--- src/rtl/log_arb_pkg.sv ---
// rtl/log_arb_pkg.sv - shared types, widths and helpers for log_arbiter
package log_arb_pkg;

   // width of the per-channel statistics counters
   localparam int CNT_W = 16;

   typedef enum logic {
      RUN   = 1'b0,
      DRAIN = 1'b1
   } arb_state_e;

   // channel ID width, never narrower than one bit
   function automatic int ch_width(input int n_ch);
      return (n_ch > 1) ? $clog2(n_ch) : 1;
   endfunction

endpackage

--- src/rtl/log_tag_fifo.sv ---
// rtl/log_tag_fifo.sv - in-order channel tag queue for words in flight
module log_tag_fifo #(
   parameter int WIDTH = 2,
   parameter int DEPTH = 8
) (
   input  logic             clk,
   input  logic             rst_n,
   input  logic             push,
   input  logic [WIDTH-1:0] push_data,
   input  logic             pop,
   output logic [WIDTH-1:0] head,
   output logic             full,
   output logic             empty
);

   localparam int AW = (DEPTH > 1) ? $clog2(DEPTH) : 1;
   localparam logic [AW:0] FULL_CNT = (AW + 1)'(DEPTH);

   logic [WIDTH-1:0] mem [DEPTH];
   logic [AW-1:0]    wr_ptr;
   logic [AW-1:0]    rd_ptr;
   logic [AW:0]      count;
   logic             do_push;
   logic             do_pop;

   assign full    = (count == FULL_CNT);
   assign empty   = (count == '0);
   assign do_push = push && !full;
   assign do_pop  = pop && !empty;
   assign head    = mem[rd_ptr];

   // storage write and pointer advance; depth is a power of two so pointers wrap naturally
   always_ff @(posedge clk or negedge rst_n) begin
      if (!rst_n) begin
         wr_ptr <= '0;
         rd_ptr <= '0;
         for (int i = 0; i < DEPTH; i++) begin
            mem[i] <= '0;
         end
      end else begin
         if (do_push) begin
            mem[wr_ptr] <= push_data;
            wr_ptr      <= wr_ptr + 1'b1;
         end
         if (do_pop) begin
            rd_ptr <= rd_ptr + 1'b1;
         end
      end
   end

   // occupancy: simultaneous push and pop leaves it unchanged
   always_ff @(posedge clk or negedge rst_n) begin
      if (!rst_n) begin
         count <= '0;
      end else if (do_push && !do_pop) begin
         count <= count + 1'b1;
      end else if (do_pop && !do_push) begin
         count <= count - 1'b1;
      end
   end

endmodule

--- src/rtl/log_arbiter.sv ---
// rtl/log_arbiter.sv - round-robin sharing of one log engine; optional stats via LOG_ARB_STATS_EN
module log_arbiter
   import log_arb_pkg::*;
#(
   parameter  int N_CH      = 4,
   parameter  int DATA_W    = 32,
   parameter  int LOG_W     = 16,
   parameter  int TAG_DEPTH = 8,
   localparam int CH_W      = ch_width(N_CH)
) (
   input  logic                   clk_in,
   input  logic                   rst_n_in,
   input  logic [N_CH*DATA_W-1:0] ch_data_in,
   input  logic [N_CH-1:0]        ch_valid_in,
   output logic [N_CH-1:0]        ch_ready_out,
   output logic [DATA_W-1:0]      log_data_out,
   output logic                   log_valid_out,
   input  logic                   log_ready_in,
   input  logic [LOG_W-1:0]       res_data_in,
   input  logic                   res_valid_in,
   output logic                   res_ready_out,
   output logic [LOG_W-1:0]       out_data_out,
   output logic [CH_W-1:0]        out_ch_out,
   output logic                   out_valid_out,
   input  logic                   out_ready_in,
   input  logic                   flush_in,
   output logic                   flush_done_out,
`ifdef LOG_ARB_STATS_EN
   output logic [N_CH*CNT_W-1:0]  grant_cnt_out,
   output logic [CNT_W-1:0]       stall_cnt_out,
`endif
   output logic                   err_orphan_out
);

   localparam logic [CH_W:0]   N_CH_W   = (CH_W + 1)'(N_CH);
   localparam logic [CH_W-1:0] LAST_CH  = CH_W'(N_CH - 1);

   arb_state_e      state;
   logic [CH_W-1:0] rr_ptr;
   logic [CH_W-1:0] grant_idx;
   logic            grant_any;
   logic [CH_W:0]   cand_sum;
   logic [CH_W-1:0] cand_idx;
   logic            load_ok;
   logic            ch_hs;
   logic [CH_W-1:0] fifo_head;
   logic            fifo_full;
   logic            fifo_empty;
   logic            fifo_pop;

   // the slot may take a new word when running, a tag entry is free and the slot is empty or draining
   assign load_ok  = (state == RUN) && !fifo_full && (!log_valid_out || log_ready_in);
   assign ch_hs    = grant_any && load_ok;
   assign fifo_pop = !fifo_empty && res_valid_in && out_ready_in;

   // round-robin search for the first valid channel starting at rr_ptr
   always_comb begin
      grant_any = 1'b0;
      grant_idx = '0;
      cand_sum  = '0;
      cand_idx  = '0;
      for (int k = 0; k < N_CH; k++) begin
         cand_sum = {1'b0, rr_ptr} + (CH_W + 1)'(k);
         if (cand_sum >= N_CH_W) begin
            cand_sum = cand_sum - N_CH_W;
         end
         cand_idx = cand_sum[CH_W-1:0];
         if (!grant_any && ch_valid_in[cand_idx]) begin
            grant_any = 1'b1;
            grant_idx = cand_idx;
         end
      end
   end

   // ready goes only to the granted channel, and only when the slot can load
   always_comb begin
      ch_ready_out = '0;
      if (ch_hs) begin
         ch_ready_out[grant_idx] = 1'b1;
      end
   end

   // issue slot: hold while the engine stalls, clear on handshake with no replacement
   always_ff @(posedge clk_in or negedge rst_n_in) begin
      if (!rst_n_in) begin
         log_valid_out <= 1'b0;
         log_data_out  <= '0;
      end else if (ch_hs) begin
         log_valid_out <= 1'b1;
         log_data_out  <= ch_data_in[grant_idx*DATA_W +: DATA_W];
      end else if (log_ready_in) begin
         log_valid_out <= 1'b0;
      end
   end

   // rotate priority past the channel just served
   always_ff @(posedge clk_in or negedge rst_n_in) begin
      if (!rst_n_in) begin
         rr_ptr <= '0;
      end else if (ch_hs) begin
         rr_ptr <= (grant_idx == LAST_CH) ? '0 : grant_idx + 1'b1;
      end
   end

   log_tag_fifo #(
      .WIDTH (CH_W),
      .DEPTH (TAG_DEPTH)
   ) u_tag_fifo (
      .clk       (clk_in),
      .rst_n     (rst_n_in),
      .push      (ch_hs),
      .push_data (grant_idx),
      .pop       (fifo_pop),
      .head      (fifo_head),
      .full      (fifo_full),
      .empty     (fifo_empty)
   );

   // result pass-through tagged with the oldest queued channel; untagged results are sunk
   always_comb begin
      out_valid_out = 1'b0;
      out_data_out  = '0;
      out_ch_out    = '0;
      res_ready_out = 1'b1;
      if (!fifo_empty) begin
         out_valid_out = res_valid_in;
         out_data_out  = res_data_in;
         out_ch_out    = fifo_head;
         res_ready_out = out_ready_in;
      end
   end

   // sticky flag for a result that had no tag to pair with
   always_ff @(posedge clk_in or negedge rst_n_in) begin
      if (!rst_n_in) begin
         err_orphan_out <= 1'b0;
      end else if (fifo_empty && res_valid_in) begin
         err_orphan_out <= 1'b1;
      end
   end

   // flush FSM: stop granting, wait for slot and tags to empty, then pulse done
   always_ff @(posedge clk_in or negedge rst_n_in) begin
      if (!rst_n_in) begin
         state          <= RUN;
         flush_done_out <= 1'b0;
      end else begin
         flush_done_out <= 1'b0;
         case (state)
            RUN: begin
               if (flush_in) begin
                  state <= DRAIN;
               end
            end
            DRAIN: begin
               if (!log_valid_out && fifo_empty) begin
                  state          <= RUN;
                  flush_done_out <= 1'b1;
               end
            end
            default: state <= RUN;
         endcase
      end
   end

`ifdef LOG_ARB_STATS_EN
   // accepted words per channel and engine back-pressure cycles, both wrapping
   always_ff @(posedge clk_in or negedge rst_n_in) begin
      if (!rst_n_in) begin
         grant_cnt_out <= '0;
         stall_cnt_out <= '0;
      end else begin
         if (ch_hs) begin
            grant_cnt_out[grant_idx*CNT_W +: CNT_W] <= grant_cnt_out[grant_idx*CNT_W +: CNT_W] + 1'b1;
         end
         if (log_valid_out && !log_ready_in) begin
            stall_cnt_out <= stall_cnt_out + 1'b1;
         end
      end
   end
`else
   // statistics counters are not built in this configuration
`endif

endmodule

--- config.mk ---
export PLATFORM = sky130hd
export DESIGN_NAME = log_arbiter
export DESIGN_NICKNAME = d
export VERILOG_FILES = /design/src/rtl/log_arb_pkg.sv /design/src/rtl/log_tag_fifo.sv /design/src/rtl/log_arbiter.sv
export SDC_FILE = /design/constraint.sdc
export NUM_CORES = 1
export LEC_CHECK = 0
export BUFFER_PORTS_ARGS = -buffer_cell sky130_fd_sc_hd__buf_2
export CORE_MARGIN = 2
export CORE_UTILIZATION = 40
export CTS_CLUSTER_SIZE = 10
export DETAILED_ROUTE_END_ITERATION = 7
export PLACE_DENSITY_LB_ADDON = 0.1
export SLEW_MARGIN = 20
export SYNTH_ARGS = -nofsm -noshare
export SYNTH_HDL_FRONTEND = slang
export SYNTH_SLANG_ARGS = --single-unit
--- constraint.sdc ---
create_clock -name clk_in -period 4.4 [get_ports clk_in]
set_input_delay 0.44 -clock clk_in [delete_from_list [all_inputs] [get_ports clk_in]]
set_output_delay 0.44 -clock clk_in [all_outputs]
set_load 0.01 [all_outputs]
==> results.md, run 1 <==
- Number of sinks on the clock net: 64
- Post-CTS setup buffer count: 0
- Max-slew violations: 0
- Placeable core area: 11500 um^2
- Largest net degree at the start of global routing: 63
- Clock root buffer: clkbuf_16
- Peak-usage layer in the global routing report: met2
- Worst setup slack after placement: 1010 ps
- Number of instances resized during post-cts repair: 0
- Total number of vias: 4561
- RSZ-0062 raised after global routing: false
- Synthesized net count: 656
- Setup violations, final: 0
- TritonCTS clock tree: built
- Number of flip-flops and latches in the synthesized netlist: 64
- Number of antenna violations at the first check in global routing: 0
- Met2 routing resource usage after global routing: 37.5%
- Cell accounting for the most synthesized area: dfrtp_1
- Final Wtd Congestion: 0.838
- Register clock-pin slew on the reported worst setup and hold paths: 60 ps
- Number of library cell types mapped by synthesis: 48
- Number of filler instances in the final layout: 1077
- Sum of internal, switching and leakage power: 3.55 mW
- Finished Core Util: 52.9%
- Antenna Violating Nets Remaining: 0
- Power share of the combinational group: 49.3%
- Wire length of the first global-routing pass: 22400 um
- Proportion of power drawn by flip-flops and latches: 30.6%
- Worst Tran Pin Value: 1020 ps
- Synthesized netlist cell count: 492
- Static Leak: 2.80 nW
- Worst Setup Start Kind: flop
- WL per Instance: 16.9 um
- Max-cap violations: 0
- Top cells by area, synth: dfrtp_1 34%, o31ai_1 10%, a22oi_2 8.0%, o221a_1 7.2%, mux2_2 4.3%
- Proportion of power drawn by the clock network: 20.1%
- Most frequent cells in the layout: 212 x buf_2, 64 x dfrtp_1, 63 x o31ai_1
- CTS H-Tree Depth: 3
- Synthesized area per cell: 9.59 um^2
- Clock insertion delay at the later pin of the skew report: 330 ps
- Fraction of power spent switching nets: 40.3%
- Fin crit share: 73.4%
- Number of design-rule violations left by the first detailed-router iteration: 226
- Path class of the lowest-slack min-delay path: in -> async
- Number of buffers inserted for hold repair after clock tree synthesis: 0
- HPWL after detailed placement: 9950 um
- Fraction of met1 tracks used by global routing: 27.3%
- Share of the synthesized area in the top cell type: 33.9%
- Syn Std Cell Area: 4720 um^2
- Outcome: completed
- Average vias per placed instance: 5.53
- Cell-internal power: 2.12 mW
- I/O pins: 213
- Type of the worst setup path: reg -> reg
- Final clock skew: 4.75 ps
- Seq/Total Area, Yosys: 33.9%
- GRT Total Usage: 21.8%
- Detailed Routing Iterations Pass 1: 5
- Area grow syn2layout: 28.6%
- Critical path peak fanout: 45
- Global routing usage on met3: 4.97%
- Critical path arrival: 3430 ps
- Clock Path Buffers: 2
- Die Area: 12700 um^2
- Switching power summed over all nets: 1.43 mW
- Width of the chip: 113 um
- Fraction of final layout cells sized beyond drive strength 1: 44.0%
- Via count of the first global-routing pass: 4632
- Setup TNS after final layout: 0 ps
- Power per cell area: 585 nW/um^2
- Final net count: 841
- Total number of placement rows: 39
- Most common cell after layout, fill and taps aside: buf_2
- Number of port buffers: 212
- Worst ir drop on vdd: 292 uV
- Req. time, crit path: 4610 ps
- Max Clk Rate: 310 MHz
- Final wirelength: 14000 um
- Final Worst Setup Slack: 1170 ps
- Max transition margin: 32.1%
- Tmin final: 3230 ps
- Starting density of the core: 41.2%
- Overflow left after global routing: 0
- Critical path capture point type: flop
- Total number of yosys warnings: 0
- Hold Violations, Final: 0
- DRC violation count after routing: 0
- Count of inserted antenna diode cells: 0
- Total CTS buffers: 9
- Worst reg2reg path depth: 11
- DIE HEIGHT: 113 um
==> layout make-up <==
type | instances | area, um^2 | share of cell area [%]
inverters | 36 | 135 | 2.23
flip-flops and latches | 64 | 1600 | 26.4
repair buffers | 221 | 1130 | 18.6
clock inverters | 6 | 70.1 | 1.15
multi-input cells | 345 | 2730 | 44.9
clock buffers | 10 | 229 | 3.77
well taps | 143 | 179 | 2.95
==> power groups by stage <==
stage	clock, mW	sequential, mW	combinational, mW
after floorplan	0	1.09	1.24
after global placement	0	1.08	1.72
after detailed placement	0	1.09	1.77
after CTS	0.725	1.09	1.77
after global routing	0.756	1.13	1.95
final	0.714	1.09	1.75
==> through the flow <==
step           cells  area [um^2]  hold slack [ps]
2_1_floorplan    492         4720              144
3_3_place_gp     809         5770              433
3_5_place_dp     809         5770              442
4_1_cts          825         6070              210
5_1_grt          825         6070              256
6_report         825         6070              182
==> metal layers <==
layer | share of wire, % | vias to the layer above
met5 | 0 | -
met4 | 2.0 | 0
met3 | 7.3 | 22
met2 | 49 | 182
met1 | 42 | 2144
li1 | - | 2213
==> final timing paths <==
kind                                          start                   to  slack (ps)
worst min-delay path                       rst_n_in       err_orphan_out         180
max in group asynchronous                  rst_n_in      log_data_out[0]        3300
worst max register to register  u_tag_fifo.count[0]  u_tag_fifo.count[3]        1170
worst min register to register       err_orphan_out       err_orphan_out         450
min in group clk_in                    res_valid_in       err_orphan_out         320
worst max-delay path            u_tag_fifo.count[0]  u_tag_fifo.count[3]        1170
==> state kept, by name, indices dropped and copies added (netlist names) <==
signal and flops:
log_data_out 32, u_tag_fifo.mem 16, u_tag_fifo.count 4, u_tag_fifo.rd_ptr 3
u_tag_fifo.wr_ptr 3, rr_ptr 2, err_orphan_out 1, flush_done_out 1
log_valid_out 1, state 1
==> critical path, cell delays in order, from the launching register on <==
cell and delay, ps:
dfrtp_1 470, or4b_4 570, nand4_4 250, inv_2 390
ha_1 360, inv_1 120, ha_1 240, a21o_1 170
a21oi_1 160, xnor2_1 140, nor2_1 70, xor2_1 150
==> Yosys cell counts, drive strengths merged <==
| library cell | number |
|---|---|
| xnor2 | 7 |
| nand2 | 46 |
| o211ai | 1 |
| o21ba | 1 |
| a22oi | 30 |
| nor4 | 3 |
| mux2i | 6 |
| a211oi | 2 |
| clkbuf | 17 |
| buf | 30 |
| and2 | 23 |
| mux2 | 18 |
| nor3 | 3 |
| ha | 9 |
| nor2 | 39 |
| nor2b | 1 |
| nor4b | 2 |
| or3 | 1 |
| o31ai | 63 |
| nand2b | 5 |
| o221ai | 1 |
| inv | 36 |
| a21oi | 3 |
| o211a | 1 |
| o221a | 30 |
| mux4 | 4 |
| o21bai | 1 |
| or4 | 2 |
| a21o | 2 |
| or4b | 1 |
| fa | 1 |
| dfrtp | 64 |
| a22o | 1 |
| nand4b | 2 |
| a31oi | 30 |
| nand4 | 2 |
| xor2 | 1 |
| o21ai | 1 |
| nand3 | 2 |
==> cells by family (layout without fill, tap and decap cells) <==
family,Yosys count,in the layout,synth area share [%]
DFF,64,64,33.9
buffers and inverters,83,273,8.75
xor gates and xnor gates,8,8,1.48
adders and majority gates,10,10,2.81
and+or+nand+nor,132,132,13.9
AOI/OAI and AO/OA,167,167,31.6
muxes,28,28,7.48
Power figures use the tool's default switching activity.
==> run 2: changes to the inputs <==
==> constraint.sdc (replaced) <==
create_clock -name clk_in -period 3.1 [get_ports clk_in]
set_input_delay 0.31 -clock clk_in [delete_from_list [all_inputs] [get_ports clk_in]]
set_output_delay 0.31 -clock clk_in [all_outputs]
set_load 0.01 [all_outputs]
==> run 2 against run 1 <==
Power grew 42%; worst setup slack lost 840 ps; combinational power grew 43%; critical path depth unchanged; maximum frequency rose by 17%; sequential power grew 41%; critical endpoint unchanged; largest cell class unchanged; largest power group unchanged.
==> results.md, run 2 (synthesized netlist as in run 1, its figures left out) <==
- Average vias per placed instance: 5.53
- Fraction of met1 tracks used by global routing: 28.1%
- Worst ir drop on vdd: 368 uV
- Path class of the lowest-slack min-delay path: in -> reg
- Number of sinks on the clock net: 64
- Final wirelength: 13800 um
- Static Leak: 2.83 nW
- Met2 routing resource usage after global routing: 35.4%
- Number of instances resized during post-cts repair: 0
- Clock insertion delay at the later pin of the skew report: 320 ps
- Setup violations, final: 0
- Overflow left after global routing: 0
- Peak-usage layer in the global routing report: met2
- Largest net degree at the start of global routing: 63
- Area grow syn2layout: 29.3%
- Number of design-rule violations left by the first detailed-router iteration: 206
- Hold Violations, Final: 0
- Final net count: 845
- Largest registers: log_data_out x32, u_tag_fifo.mem x16, u_tag_fifo.count x4
- Final Wtd Congestion: 0.804
- Total CTS buffers: 9
- Setup TNS after final layout: 0 ps
- Most frequent cells in the layout: 212 x buf_2, 64 x dfrtp_1, 63 x o31ai_1
- Number of antenna violations at the first check in global routing: 0
- TritonCTS clock tree: built
- Worst Tran Pin Value: 911 ps
- Clock root buffer: clkbuf_16
- Total number of vias: 4585
- Max-cap violations: 0
- Final clock skew: 8.00 ps
- Final Worst Setup Slack: 334 ps
- Width of the chip: 113 um
- Via count of the first global-routing pass: 4573
- Clock Path Buffers: 2
- Post-CTS setup buffer count: 0
- Critical path peak fanout: 6
- Tmin final: 2770 ps
- Power per cell area: 829 nW/um^2
- Die Area: 12700 um^2
- Outcome: completed
- DIE HEIGHT: 113 um
- Max Clk Rate: 362 MHz
- Dpl cells: 812
- CTS H-Tree Depth: 3
- Fraction of final layout cells sized beyond drive strength 1: 44.2%
- Detailed Routing Iterations Pass 1: 4
- Count of inserted antenna diode cells: 0
- HPWL after detailed placement: 9920 um
- Type of the worst setup path: reg -> reg
- Fin crit share: 89.2%
- Max-slew violations: 0
- DRC violation count after routing: 0
- RSZ-0062 raised after global routing: false
- Register clock-pin slew on the reported worst setup and hold paths: 60 ps
- Antenna Violating Nets Remaining: 0
- Critical path arrival: 2970 ps
- Largest register FFs: 32
- Total number of placement rows: 39
- Global routing usage on met3: 4.05%
- Instance area at placement: 5790 um^2
- Critical path capture point type: flop
- Placeable core area: 11500 um^2
- Most common cell after layout, fill and taps aside: buf_2
- Sum of internal, switching and leakage power: 5.06 mW
- Number of port buffers: 212
- Req. time, crit path: 3310 ps
- Worst Setup Start Kind: flop
- WL per Instance: 16.7 um
- I/O pins: 213
- Starting density of the core: 41.2%
- GRT Total Usage: 21.4%
- Top reg by flops: log_data_out
- Max transition margin: 39.1%
- Final cell count without fillers: 829
- Final non-filler cell area: 6100 um^2
- Worst setup slack after placement: 334 ps
- Number of buffers inserted for hold repair after clock tree synthesis: 1
- Wire length of the first global-routing pass: 22100 um
-- run 2: metal layers --
layer | vias to the layer above | share of wire [%]
met4 | 0 | 1.5
met5 | - | 0
met2 | 169 | 48
li1 | 2225 | -
met3 | 15 | 6.5
met1 | 2176 | 44
-- run 2: layout make-up --
| type | instances | area [um^2] |
|---|---|---|
| inverters | 36 | 135 |
| repair buffers | 225 | 1160 |
| fillers | 1056 | 5370 |
| well taps | 143 | 179 |
| clock inverters | 5 | 56.3 |
| flip-flops and latches | 64 | 1600 |
| multi-input cells | 345 | 2730 |
| clock buffers | 11 | 243 |
-- run 2: final timing paths --
| kind | start | endpoint | slack (ps) | cells past startpoint |
|---|---|---|---|---|
| hold reg to reg | log_valid_out | flush_done_out | 460 | 1 |
| setup / recovery | u_tag_fifo.count[0] | u_tag_fifo.count[3] | 330 | 11 |
| max in group asynchronous | rst_n_in | log_data_out[18] | 1880 | 3 |
| hold / removal | flush_in | state | 220 | 3 |
| min in group asynchronous | rst_n_in | u_tag_fifo.mem[3] | 470 | 2 |
| setup reg to reg | u_tag_fifo.count[0] | u_tag_fifo.count[3] | 330 | 11 |
-- run 2: power by group --
group          internal [mW]  leakage (nW)  switching [mW]
clock                  0.643         0.145           0.374
combinational           1.18          1.92            1.32
sequential              1.22         0.771           0.323
total                   3.04          2.83            2.02
-- run 2: worst max-delay path, cell delays in order (launching register included) --
cell and delay, ps:
dfrtp_1 460, or4_1 550, and2_1 200, nand2_1 130, ha_1 200, inv_1 90, ha_1 290, a21o_1 190
a21oi_1 190, xnor2_1 150, nor2_1 70, xor2_1 140
-- run 2: metrics by stage --
step,hold WS [ps],util [%]
floorplan,14.4,-
global placement,284,50.5
detailed placement,292,50.5
CTS,210,53.2
global route,223,53.2
finish,220,53.2
==> run 3: changes to the inputs <==
--- a/config.mk
+++ b/config.mk
@@ -8,10 +8,13 @@
 export BUFFER_PORTS_ARGS = -buffer_cell sky130_fd_sc_hd__buf_2
 export CORE_MARGIN = 2
 export CORE_UTILIZATION = 40
+export CTS_CLUSTER_DIAMETER = 150
 export CTS_CLUSTER_SIZE = 10
 export DETAILED_ROUTE_END_ITERATION = 7
+export GPL_TIMING_DRIVEN = 0
 export PLACE_DENSITY_LB_ADDON = 0.1
 export SLEW_MARGIN = 20
 export SYNTH_ARGS = -nofsm -noshare
 export SYNTH_HDL_FRONTEND = slang
+export SYNTH_HIERARCHICAL = 1
 export SYNTH_SLANG_ARGS = --single-unit
==> run 3 against run 2 <==
Power is 7.8% lower; clock skew is 1.2 ps higher; register-to-register slack worse by 190 ps; routed wire length is 14% lower; clock-buffer cell count is 2 lower; via count is 19% lower; critical endpoint is now u_tag_fifo/count[3].
==> results.md, run 3 <==
- Clock insertion delay at the later pin of the skew report: 340 ps
- CP endpoint: u_tag_fifo/count[3]
- Total number of yosys warnings: 6
- Count of inserted antenna diode cells: 0
- Path class of the lowest-slack min-delay path: in -> reg
- TritonCTS clock tree: built
- Series of cell instances along the critical path: or4b_4 -> buf_6 -> inv_4 -> nor2_2 -> nand3_4 -> inv_4 -> nand2_2 -> inv_1 -> ha_2 -> inv_2 -> ha_4 -> or4_1 -> o211ai_1 -> o211ai_1
- Total number of vias: 3733
- Top cells by area, synth: dfrtp_1 39%, mux2i_1 10%, o221ai_2 7.0%, a22oi_1 4.2%, nor2b_1 3.2%
- Worst reg2reg path depth: 14
- Max Clk Rate: 338 MHz
- Average vias per placed instance: 5.12
- Placeable core area: 9820 um^2
- Fraction of final layout cells sized beyond drive strength 1: 52.3%
- Largest register FFs: 32
- Top reg by flops: log_data_out
- Fin crit share: 95.3%
- I/O pins: 213
- Most frequent cells in the layout: 217 x buf_2, 61 x dfrtp_1, 42 x mux2i_1
- Finished Core Util: 57.2%
- CTS H-Tree Depth: 3
- Number of library cell types mapped by synthesis: 55
- Outcome: completed
- Largest registers: log_data_out x32, u_tag_fifo/mem x16, u_tag_fifo/count x4
- Detailed Routing Iterations Pass 1: 4
- GRT Total Usage: 21.4%
- HPWL after detailed placement: 9300 um
- Most common cell after layout, fill and taps aside: buf_2
- Number of port buffers: 212
- Worst setup slack for register-to-register paths: 150 ps
- Largest net degree at the start of global routing: 43
- Width of the chip: 105 um
- Syn Std Cell Area: 4080 um^2
- Share of the synthesized area in the top cell type: 39.2%
- Critical Path Slowest Stage Cell: or4b_4
- Worst ir drop on vdd: 281 uV
- Max-cap violations: 0
- Critical path peak fanout: 9
- Synthesized netlist cell count: 361
- Seq/Total Area, Yosys: 39.2%
- Largest stage delay, worst path: 530 ps
- Worst Setup Start Kind: flop
- WL per Instance: 16.3 um
- Wire length of the first global-routing pass: 18600 um
- Reg2reg end: u_tag_fifo/count[3]
- Setup violations, final: 0
- Type of the worst setup path: reg -> reg
- Number of antenna violations at the first check in global routing: 1
- Req. time, crit path: 3320 ps
- Area grow syn2layout: 37.6%
- Post-synth EDFFs: 0
- Number of flip-flops and latches in the synthesized netlist: 64
- DIE HEIGHT: 105 um
- Clock Path Buffers: 2
- Critical path capture point type: flop
- Starting density of the core: 41.6%
- Final Wtd Congestion: 0.783
- Tmin final: 2950 ps
- Clock root buffer: clkbuf_8
- Count leader, synth: dfrtp_1
- DRC violation count after routing: 0
- Final clock skew: 9.22 ps
- Antenna Violating Nets Remaining: 0
- Die Area: 11000 um^2
- Hold Violations, Final: 0
- Worst Tran Pin Value: 672 ps
- Max-slew violations: 0
- Async set-reset flop share out of synthesis: 100%
- Sum of internal, switching and leakage power: 4.66 mW
- Reg-to-Reg Start: u_tag_fifo/count[1]
- Static Leak: 2.95 nW
- Max transition margin: 55.0%
- Synthesized net count: 522
- Total CTS buffers: 9
- Critical path arrival: 3180 ps
- Overflow left after global routing: 0
- Synthesized area per cell: 11.3 um^2
- Total number of placement rows: 36
- Final wirelength: 11900 um
- Number of design-rule violations left by the first detailed-router iteration: 128
- Register clock-pin slew on the reported worst setup and hold paths: 70 ps
- Power per cell area: 830 nW/um^2
- Most instantiated flip-flop cell in the synthesis netlist: dfrtp_1
- Via count of the first global-routing pass: 3746
- Number of sinks on the clock net: 64
- Leading post-synthesis cells by instance count: 64 x dfrtp_1, 42 x mux2i_1, 30 x inv_1, 23 x a22oi_1, 22 x nand2_1
- Cell accounting for the most synthesized area: dfrtp_1
- Setup crit start: u_tag_fifo/count[1]
- Final net count: 752
[run 3: cell count changes in the layout (fill, tap and decap cells not counted), sizes merged, moves of 27 or more]
| cell | previous run | this run |
|---|---|---|
| mux2i | 6 | 42 |
| o31ai | 63 | 1 |
| a31oi | 30 | 1 |
| o221ai | 1 | 32 |
| o221a | 30 | 0 |
| nor2 | 39 | 12 |
[run 3: area by class of cell]
cell class,instances,area [um^2]
fillers,938,4200
multi-input cells,241,2210
flip-flops and latches,64,1610
repair buffers,219,1130
plain buffers,24,181
well taps,133,166
inverters,32,125
clock buffers,9,124
clock inverters,7,72.6
[run 3: cell families (layout without fill, tap and decap cells)]
logic type                 Yosys count  after routing  synth area share, %
AOI/OAI and AO/OA                   74             74                 17.8
xor gates and xnor gates             6              6                 1.29
adders and majority gates            7              7                 2.33
buffers and inverters               56            291                 7.33
DFF                                 64             64                 39.2
muxes                               67             67                 18.9
and+or+nand+nor                     87             87                 13.2
[run 3: worst min-delay path by stage]
stage	startpoint	to	slack, ps	depth (start not counted)
finish	flush_in	state	190	3
global route	ch_data_in[59]	log_data_out[27]	190	3
CTS	res_valid_in	err_orphan_out	170	2
detailed placement	rst_n_in	u_tag_fifo/count[0]	230	1
global placement	err_orphan_out	err_orphan_out	440	1
floorplan	rst_n_in	err_orphan_out	10	0
[run 3: repair_timing]
item | in CTS | in global routing
endpoints found under the hold margin | 22 | 0
setup buffers | 4 | 1
setup endpoints to repair | 1 | 2
hold buffers | 1 | 0
pin swaps | 1 | 0
resized for setup | 6 | 9
[run 3: worst max-delay path: cells and delay by family, from the launching register on]
family                   cells  cell delay [ps]
buffers and inverters        5              480
AND/OR/NAND/NOR              5             1290
adder cells (fa/ha/maj)      2              430
flip-flops                   1              440
AO/OA/AOI/OAI                2              200
[run 3: report_power, final]
part	total (mW)	internal, mW	switching [mW]
combinational	2.48	1.22	1.26
clock	0.716	0.371	0.345
sequential	1.47	1.22	0.248
[run 3: routing by layer]
metal  vias up  part of all wire [%]  global-route usage, %
met5         -                  0.11                      0
met4         2                   2.5                   9.05
met3        27                   5.2                   3.81
met2       139                    51                   37.9
met1      1775                    41                   25.5
li1       1790                     -                      -
[run 3: stage by stage]
stage                     instances  hold WS (ps)  setup TNS (ps)  area, um^2  setup WS (ps)
after CTS                       728           170               0        5590           44.2
after global routing            729           188           -12.2        5620          -12.2
after floorplan                 361          14.4               0        4080           47.0
after detailed placement        707           233            -237        5330           -237
after global placement          706           440            -213        5310           -213
final                           729           185               0        5620            145
